--- config.mk ---
export PLATFORM = sky130hd
export DESIGN_NAME = mem_port_arbiter
export DESIGN_NICKNAME = d
export VERILOG_FILES = /design/src/rtl/mem_port_arbiter_pkg.sv /design/src/rtl/mem_arb_fsm.sv /design/src/rtl/mem_port_arbiter.sv
export SDC_FILE = /design/constraint.sdc
export NUM_CORES = 1
export LEC_CHECK = 0
export CAP_MARGIN = 5
export CORE_AREA = 2 2 118 120
export CTS_CLUSTER_SIZE = 25
export DETAILED_ROUTE_END_ITERATION = 10
export DIE_AREA = 0 0 120 122
export GPL_TIMING_DRIVEN = 1
export HOLD_SLACK_MARGIN = 0.03
export MAX_ROUTING_LAYER = met4
export PLACE_DENSITY_LB_ADDON = 0.12
export SYNTH_ARGS = -nofsm -noshare
export SYNTH_HDL_FRONTEND = slang
export SYNTH_SLANG_ARGS = --single-unit
--- constraint.sdc ---
create_clock -name clk -period 3.5 [get_ports clk]
set_clock_uncertainty 0.2 [all_clocks]
set_input_delay 0.35 -clock clk [delete_from_list [all_inputs] [get_ports clk]]
set_output_delay 0.35 -clock clk [all_outputs]
set_load 0.01 [all_outputs]
--- src/rtl/mem_port_arbiter_pkg.sv ---
// Shared types for the dual-lane memory port arbiter: FSM state encoding,
// datapath widths and the single-port request bundle.
package mem_port_arbiter_pkg;

  localparam int REG_WIDTH  = 32;
  localparam int ARB_ADDR_W = 32;

  typedef enum logic [2:0] {
    IDLE  = 3'd0,
    REQ0  = 3'd1,
    WAIT0 = 3'd2,
    REQ1  = 3'd3,
    WAIT1 = 3'd4,
    DONE  = 3'd5,
    DRAIN = 3'd6
  } arb_state_t;

  typedef struct packed {
    logic                  valid;
    logic                  we;
    logic [ARB_ADDR_W-1:0] addr;
    logic [REG_WIDTH-1:0]  wdata;
  } mem_port_req_t;

endpackage

--- src/rtl/mem_arb_fsm.sv ---
// Sequencing FSM for mem_port_arbiter: walks lane 0 then lane 1 through a
// request/response pair each, and decodes stall/done/m_valid from state.
module mem_arb_fsm
  import mem_port_arbiter_pkg::*;
(
  input  logic       clk,
  input  logic       rst_n,
  input  logic [1:0] lane_act_i,
  input  logic       fwd_hit_i,
  input  logic       flush_i,
  input  logic       m_ready_i,
  input  logic       m_rvalid_i,
  output arb_state_t state_o,
  output logic       stall_o,
  output logic       done_o,
  output logic       m_valid_o,
  output logic       lane_sel_o,
  output logic       capture_o
);

  arb_state_t state_q, state_d;

  always_ff @(posedge clk or negedge rst_n) begin
    if (!rst_n) state_q <= IDLE;
    else        state_q <= state_d;
  end

  // Handshake: a request transfers on a cycle with m_valid=1 and m_ready=1;
  // payload is held stable until then. Exactly one m_rvalid follows each
  // transfer, never in the transfer cycle itself.
  always_comb begin
    state_d    = state_q;
    stall_o    = 1'b1;
    done_o     = 1'b0;
    m_valid_o  = 1'b0;
    lane_sel_o = 1'b0;
    capture_o  = 1'b0;
    case (state_q)
      IDLE: begin
        stall_o = |lane_act_i;
        if (!flush_i && |lane_act_i) state_d = lane_act_i[0] ? REQ0 : REQ1;
      end
      REQ0, REQ1: begin
        lane_sel_o = (state_q == REQ1);
        if (flush_i) begin
          state_d = IDLE;
        end else begin
          m_valid_o = 1'b1;
          if (m_ready_i) state_d = (state_q == REQ0) ? WAIT0 : WAIT1;
        end
      end
      WAIT0, WAIT1: begin
        lane_sel_o = (state_q == WAIT1);
        // A response landing with the flush needs no drain.
        if (flush_i) begin
          state_d = m_rvalid_i ? IDLE : DRAIN;
        end else if (m_rvalid_i) begin
          capture_o = 1'b1;
          if (state_q == WAIT0 && lane_act_i[1] && !fwd_hit_i) state_d = REQ1;
          else                                                 state_d = DONE;
        end
      end
      DONE: begin
        stall_o = 1'b0;
        done_o  = 1'b1;
        state_d = IDLE;
      end
      DRAIN: begin
        if (m_rvalid_i) state_d = IDLE;
      end
      default: state_d = IDLE;
    endcase
  end

  assign state_o = state_q;

endmodule

--- src/rtl/mem_port_arbiter.sv ---
// Serializes two memory-stage lanes onto one request/response port in program
// order. Build with MEM_ARB_FWD_EN to forward a lane-0 store to a same-word
// lane-1 load without a second memory access.
module mem_port_arbiter
  import mem_port_arbiter_pkg::*;
#(
  parameter int ADDR_W = ARB_ADDR_W,
  parameter int DATA_W = REG_WIDTH
) (
  input  logic                   clk,
  input  logic                   rst_n,
  input  logic [1:0]             lane_rd,
  input  logic [1:0]             lane_wr,
  input  logic [1:0][ADDR_W-1:0] lane_addr,
  input  logic [1:0][DATA_W-1:0] lane_wdata,
  input  logic                   flush,
  output logic                   stall,
  output logic [1:0][DATA_W-1:0] lane_rdata,
  output logic                   done,
  output logic                   m_valid,
  input  logic                   m_ready,
  output logic                   m_we,
  output logic [ADDR_W-1:0]      m_addr,
  output logic [DATA_W-1:0]      m_wdata,
  input  logic                   m_rvalid,
  input  logic [DATA_W-1:0]      m_rdata,
  output arb_state_t             dbg_state
);

  logic                   fwd_hit;
  logic                   req_valid;
  logic                   lane_sel;
  logic                   capture;
  mem_port_req_t          req;
  logic [1:0][DATA_W-1:0] lane_rdata_q;

`ifdef MEM_ARB_FWD_EN
  assign fwd_hit = lane_wr[0] && lane_rd[1] &&
                   (lane_addr[1][ADDR_W-1:2] == lane_addr[0][ADDR_W-1:2]);
`else
  assign fwd_hit = 1'b0;
`endif

  mem_arb_fsm u_fsm (
    .clk        (clk),
    .rst_n      (rst_n),
    .lane_act_i (lane_rd | lane_wr),
    .fwd_hit_i  (fwd_hit),
    .flush_i    (flush),
    .m_ready_i  (m_ready),
    .m_rvalid_i (m_rvalid),
    .state_o    (dbg_state),
    .stall_o    (stall),
    .done_o     (done),
    .m_valid_o  (req_valid),
    .lane_sel_o (lane_sel),
    .capture_o  (capture)
  );

  // Payload reads zero whenever no request is offered.
  always_comb begin
    req.valid = req_valid;
    req.we    = req_valid & lane_wr[lane_sel];
    req.addr  = req_valid ? lane_addr[lane_sel]  : '0;
    req.wdata = req_valid ? lane_wdata[lane_sel] : '0;
  end

  assign m_valid = req.valid;
  assign m_we    = req.we;
  assign m_addr  = req.addr;
  assign m_wdata = req.wdata;

  always_ff @(posedge clk or negedge rst_n) begin
    if (!rst_n) begin
      lane_rdata_q <= '0;
    end else if (capture) begin
      if (lane_rd[lane_sel]) lane_rdata_q[lane_sel] <= m_rdata;
      if (!lane_sel && fwd_hit) lane_rdata_q[1] <= lane_wdata[0];
    end
  end

  assign lane_rdata = lane_rdata_q;

endmodule
# After elaboration in Yosys (flattened, before gate mapping)
# Index checks and enable logic that the tools add are counted.
[totals]
elab_cells = 59
regBits = 67
output_inout_bits = 135
input_bits = 169
[op_classes]
order_cmp = 2
eq_ne = 10
n_bitwise = 2
n_mux = 32
reduce_logical = 10
[op_table]
columns = ["operator", "n"]
rows = [
  ["$mux 32", 7],
  ["$bwmux 64", 1],
  ["$demux 32 s1", 1],
  ["$mux 3", 9],
  ["$pmux 3 s4", 1],
  ["$mux 1", 10],
  ["$eq 3x3->1 const B", 3],
  ["$eq 3x2->1 const B", 2],
  ["$ne 3x3->1 const B", 2],
  ["$reduce_or 2->1", 3],
  ["$pmux 1 s2", 2],
  ["$reduce_and 4->1", 1],
  ["$eq 3x1->1 const B", 1],
  ["$logic_and 1x1->1", 3],
  ["$logic_not 3->1", 1],
  ["$lt 1x2->1 const B", 1],
  ["$mux 2", 1],
  ["$ne 2x1->1 const B", 1],
  ["$ne 2x2->1 const B", 1],
  ["$or 2x2->2", 1],
  ["$reduce_and 2->1", 1],
  ["$and 1x1->1", 1],
  ["$ge 1x1->1 const B", 1],
  ["$logic_not 1->1", 1],
]

# Logic depth before layout (Yosys ltp)
# Gate-level depths: netlist of run 1.
[logic_depth]
word_depth = 8
mapped_depth = 8
mapped_depth_nobuf = 5

# Cells and area by module
# A second synthesis of run 1 with hierarchy kept.
[hier_totals]
hier_cells = 327
hier_area_um2 = 3878.7
[by_module_without_submodules]
columns = ["module", "seq_area_each_um2", "area_per_inst_um2", "cells_per_inst", "n_inst"]
rows = [
  ["mem_port_arbiter", 1601.5, 3527.1, 283, 1],
  ["mem_arb_fsm", 75.1, 351.6, 44, 1],
]

# Worst setup path before layout of run 1
# OpenSTA, ideal clock, no wires.
[synth_timing]
path_type = "reg2out"
start = "register u_fsm.state_q[1] (netlist: u_fsm.state_o[1])"
end = "output m_addr[12]"
setup_slack_ns = 1.413
path_buffers = 3
required_time_ns = 2.950
arrival_ns = 1.537
path_stages_with_launch = 9
cell_sequence = "dfrtp_1 buf_2 nor2b_1 nand2_1 o21a_1 buf_2 buf_2 nand2_1 a21oi_1"
[synth_between]
elab_chain_len = 6
word_cells_on_any_way = 11
classes_between = "4 x eq/ne; 5 x mux; 2 x reduce/logical"
[synth_lines]
columns = ["element", "line", "rtl"]
rows = [
  ["start, declared", "mem_arb_fsm.sv:21", "arb_state_t state_q, state_d;"],
  ["start signal, assigned", "mem_arb_fsm.sv:25", "else state_q <= state_d;"],
  ["$eq 3x2->1, or another cell as far along", "mem_arb_fsm.sv:38", "case (state_q)"],
  ["$reduce_or 2->1", "mem_arb_fsm.sv:38", ""],
  ["$pmux 1 s2", "mem_arb_fsm.sv:38", ""],
  ["$mux 32 (implied by the code) (2 in a row)", "mem_port_arbiter.sv:64", "req.addr = req_valid ? lane_addr[lane_sel] : '0;"],
  ["$mux 32 (*)", "mem_port_arbiter.sv:64", ""],
  ["end, declared", "mem_port_arbiter.sv:23", "output logic [ADDR_W-1:0] m_addr,"],
]
# Every way passes the cells marked *; elsewhere a longest branch is shown, timed or not. The select of a mux whose other input is x is not followed.

# Final worst setup path of run 1
[layout_timing]
start = "register u_fsm.state_q[0] (netlist: u_fsm.state_o[0])"
end = "output m_addr[20]"
# The elaborated chain is that of the path after synthesis.

==> flow_summary.yaml, run 1 <==
timing:
  fin_tns_setup_ns: 0
  finalSetupViolations: 0
  setup_ws_ns: 0.244
  finalHoldViolCount: 0
  fmax_mhz: 307
  hold_slack_ns: 0.298
  rsz0062_at_grt: "false"
  fin_crit_ns: 3.26
  max_slew_margin_pct: 60.4
  slew_viol_final: 0
  layout_worst_path_cycle_share_pct: 93.0
  max_slew.worst_pin.slew_ns: 0.595
setup_path:
  r2r-start: "u_fsm.state_o[0]"
  endpoint_kind: "output pin"
  worstPathCellList: "nand2_1, o21ai_4, buf_12, nand2_1, a21oi_1, clkdlybuf4s50_1"
  cpPeakStageDelay_ns: 0.69
  crit_path_end: "m_addr[20]"
  startpoint_type: "flip-flop"
  reg2reg_to: "lane_rdata[49]"
  crit_top_cell: "nand2_1"
  worstPathRequired_ns: 2.95
  startpoint: "u_fsm.state_o[0]"
  cpMaxStageDelayCell: "dfrtp_1"
  worstPathMaxFanout: 46
  rr_worst_depth: 4
  criticalPathCategory: "reg2out"
  ff2ff_setup_slack_ns: 1.42
  worstPathArrival_ns: 2.71
yosys:
  synthTopCellsByCount: "nand2_1, a21oi_1, dfrtp_1"
  yosys_warnings: 0
  synth_top_cell_by_area: "dfrtp_1"
  synth.most_common_cell: "nand2_1"
  syn_area_mm2: 0.00361
  netlist_instances: 395
  synth-seq-area-share_pct: 46.5
  synth_cell_types: 29
  avgSynthCellArea_um2: 9.13
  synthesis.nets: 564
  synthTopCellsByArea: "dfrtp_1, mux2_2, nand2_1, a21oi_1, buf_4"
  synthFlopType: "dfrtp_1"
  netlist.area_leader.share_pct: 46.5
  synth-async-reset-ratio_pct: 100
  synth-seq-cells: 67
  synth_edf_count: 0
floorplan:
  design.core.area_mm2: 0.0135
  initial_core_util_pct: 26.7
  placementRows: 43
  die_area_mm2: 0.0146
  ios: 304
  die_h_um: 122
  dieWidth_um: 120
global_route:
  track_usage_pct: 20.6
  grt_pass1_vias: 4115
  grt_max_degree: 53
  grt_pass1_wl_um: 22600
  overflow: 0
  antenna_found_initial: 0
detailed_routing:
  totalWireLength_um: 15400
  antenna_left: 0
  vias: 4030
  viasPerCell: 4.62
  drt_pass1_iterations: 5
  dr.first_iter.drc_count: 173
  routedWlPerCell_um: 17.6
  drc_errors: 0
run_status:
  outcome: "finished, final reports clean"
finish:
  fin_util_pct: 52.6
  final_cells: 872
  final_cell_area_mm2: 0.00710
  drive_gt1_share_pct: 13.3
  num_antenna_cells: 0
  area_growth_syn_to_layout_pct: 96.9
  nets: 858
placement:
  placedInstanceArea_mm2: 0.00681
  dp_cells: 856
  io_buffers: 303
  place.gp.congestion: 0.847
  preCtsSetupSlack_ns: 0.558
  dp_hpwl_um: 11700
clock_tree:
  root_buffer: "clkbuf_16"
  cts_buffers: 9
  cts_tree: "built"
  clk_latency_ns: 0.32
  path_clk_slew_ns: 0.05
  cts_max_level: 3
  cts.sinks: 67
  clk_path_buf_depth: 2
power:
  p_per_area_mw_per_mm2: 690
  finalPower_mw: 4.90
  power.leakage_nw: 2.99
  vdd_drop_max_mv: 0.402
flow_run:
  maxCapViolations: 0
hold_path:
  hold_depth: 1
  hold_path.class: "reg2reg"
how the worst min path moves through the flow:
stage                         from  slack [ns]             end
floorplan                    rst_n       -0.15   lane_rdata[0]
global placement             rst_n        0.18  lane_rdata[62]
detailed placement           rst_n        0.19  lane_rdata[30]
CTS                  lane_rdata[7]        0.30   lane_rdata[7]
global route        lane_rdata[16]        0.32  lane_rdata[16]
finish               lane_rdata[7]        0.30   lane_rdata[7]
placed cells by master, fill, tap and decap left out, drive strengths merged, types with 2 or more instances in the layout:
cell	count
o21ai	4
nand2b	2
nor2	7
clkdlybuf4s50	302
clkbuf	12
dfrtp	67
inv	3
nor2b	3
nand2	133
buf	9
mux2	66
a21oi	68
final cells by class:
cell class | instances | area (um2)
Clock inverter | 2 | 12.5
Clock buffer | 12 | 256
Fill cell | 1273 | 6400
Timing Repair Buffer | 312 | 3140
Multi-Input combinational cell | 296 | 1790
Inverter | 3 | 11.3
Sequential cell | 67 | 1680
Tap cell | 180 | 225
sequential cells by signal, indices dropped and copies added, names as in the netlist:
name and count:
lane_rdata 64, u_fsm.state_o 3
power breakdown:
part | total [mW] | internal [mW] | switching (mW)
Clock | 0.802 | 0.508 | 0.294
Sequential | 1.32 | 1.11 | 0.212
Combinational | 2.78 | 1.54 | 1.24
Total | 4.90 | 3.15 | 1.75
worst max-delay path: cells and delay by family (launching register included):
kind            cells  cell delay (ns)
flops               1             0.69
compound gates      2             0.41
simple gates        2             0.38
buf+inv             2             0.89
cell families after synthesis:
logic type,Yosys count,synth area share (%)
compound gates,78,11.4
fa+ha+maj,1,0.312
buf+inv,33,4.86
flops,67,46.5
mux,66,20.6
simple gates,150,16.3
per-layer routing:
metal	global-route usage (%)	part of all wire, %	vias to the layer above
met4	6.03	1.6	0
li1	-	-	1926
met1	22.8	41	1888
met2	35.7	50	198
met5	-	0	-
met3	6.37	7.9	18
what timing repair did:
item | in CTS | in global routing
hold buffers | 1 | 0
setup buffers | 0 | 0
hold endpoints to repair | 26 | 0
endpoints found under the setup margin | 0 | 2
gates resized for setup | 0 | 1
Note: power is estimated with default switching activity, not from simulation.
==> run 2: changes to the inputs <==
==> constraint.sdc (replaced) <==
create_clock -name clk -period 3.5 [get_ports clk]
set_clock_uncertainty 0.2 [all_clocks]
set_input_delay 0.35 -clock clk [delete_from_list [all_inputs] [get_ports clk]]
set_output_delay 0.35 -clock clk [all_outputs]
set_load 0.02 [all_outputs]
==> flow_summary.yaml, run 2 (same netlist as run 1, synthesis figures left out) <==
global_route:
  grt_pass1_wl_um: 22200
  track_usage_pct: 20.5
  antenna_found_initial: 0
  overflow: 0
  grt_max_degree: 66
  grt_pass1_vias: 4039
setup_path:
  ff2ff_setup_slack_ns: 1.40
  worstPathMaxFanout: 13
  startpoint_type: "flip-flop"
  criticalPathCategory: "reg2out"
  worstPathRequired_ns: 2.95
  worstPathArrival_ns: 2.71
  rr_worst_depth: 4
  r2r-start: "u_fsm.state_o[0]"
  endpoint_kind: "output pin"
  reg2reg_to: "lane_rdata[40]"
clock_tree:
  cts_tree: "built"
  path_clk_slew_ns: 0.05
  clk_path_buf_depth: 2
  cts_buffers: 9
  root_buffer: "clkbuf_16"
  post_cts_resized: 0
  cts.sinks: 67
  cts_max_level: 3
  clk_latency_ns: 0.32
timing:
  finalHoldViolCount: 0
  rsz0062_at_grt: "false"
  max_slew_margin_pct: 60.2
  layout_worst_path_cycle_share_pct: 93.1
  max_slew.worst_pin.slew_ns: 0.597
  fin_crit_ns: 3.26
  slew_viol_final: 0
  fmax_mhz: 307
  setup_ws_ns: 0.240
  finalSetupViolations: 0
  fin_tns_setup_ns: 0
floorplan:
  design.core.area_mm2: 0.0135
  die_area_mm2: 0.0146
  ios: 304
  die_h_um: 122
  placementRows: 43
  initial_core_util_pct: 26.7
  dieWidth_um: 120
detailed_routing:
  routedWlPerCell_um: 17.5
  drt_pass1_iterations: 5
  antenna_left: 0
  vias: 4003
  totalWireLength_um: 15400
  viasPerCell: 4.57
  dr.first_iter.drc_count: 220
  drc_errors: 0
placement:
  dp_hpwl_um: 11600
  preCtsSetupSlack_ns: 0.455
  io_buffers: 303
  place.gp.congestion: 0.923
hold_path:
  holdCritStartpoint: "lane_rdata[7]"
  hold_path_end: "lane_rdata[7]"
  hold_depth: 1
  hold_path.class: "reg2reg"
finish:
  fillers: 1256
  num_antenna_cells: 0
  area_growth_syn_to_layout_pct: 98.4
  largest_reg_flops: 64
  drive_gt1_share_pct: 13.5
  nets: 859
  final_cell_mix: "clkdlybuf4s50_1, nand2_1, a21oi_1, dfrtp_1, mux2_2"
  fin_util_pct: 53.0
  layout_commonest_cell: "clkdlybuf4s50_1"
run_status:
  outcome: "finished, final reports clean"
flow_run:
  maxCapViolations: 0
power:
  finalPower_mw: 5.45
  power.leakage_nw: 3.02
  vdd_drop_max_mv: 0.429
  p_per_area_mw_per_mm2: 762
## run 2: cell count changes in the layout (fill, tap and decap cells not counted), sizes merged
cell / delta
clkinv: +1
buf: +1
clkinvlp: -1
bufinv: +2
## run 2: timing repair
action / in CTS / in global routing
endpoints found under the hold margin: 23 / 0
setup endpoints to repair: 0 / 19
buffers inserted: 0 / 0
hold buffers: 1 / 0
## run 2: cell type report
type / instances / area, um2 / area share, %
clock buffer: 12 / 246 / 3.44
inverter: 3 / 11.3 / 0.157
tap: 180 / 225 / 3.15
multi-input combinational: 296 / 1780 / 24.9
timing repair buffer: 313 / 3140 / 43.9
clock inverter: 4 / 73.8 / 1.03
sequential: 67 / 1680 / 23.4
## run 2: per-layer routing
layer	wire length (um)	share of wire, %	track usage, %	vias up
met1	6000	39	22.4	1892
met5	0	0	-	-
li1	-	-	-	1919
met3	1260	8.2	6.46	21
met2	7760	51	35.3	171
met4	345	2.2	6.91	0
## run 2: critical path: stages, from the launching register on
cell and delay, ns:
dfrtp_1 0.47, nand2b_1 0.32, o21ai_4 0.46, buf_4 0.27, nand2_1 0.07, a21oi_1 0.16, clkdlybuf4s50_1 0.63
## run 2: power by group
part	leakage, nW	total, mW	switching [mW]	internal [mW]
clock	0.157	0.947	0.304	0.643
combinational	1.99	3.18	1.64	1.54
sequential	0.871	1.32	0.210	1.11
total	3.02	5.45	2.16	3.29
## run 2: how the worst max path moves through the flow
stage,start,to,slack (ns),depth (start not counted)
CTS,u_fsm.state_o[1],m_wdata[23],0.1,6
global route,u_fsm.state_o[1],m_addr[25],0.03,7
detailed placement,flush,m_addr[25],0.46,6
floorplan,u_fsm.state_o[1],m_addr[12],1.21,8
global placement,flush,m_addr[25],0.47,6
finish,u_fsm.state_o[1],m_addr[6],0.24,6
## run 2: through the flow
step	cells	hold slack, ns	area (um2)
finish	875	0.296	7160
global route	875	0.311	7160
CTS	874	0.297	7150
detailed placement	857	0.151	6820
global placement	857	0.145	6820
floorplan	395	-0.146	3610
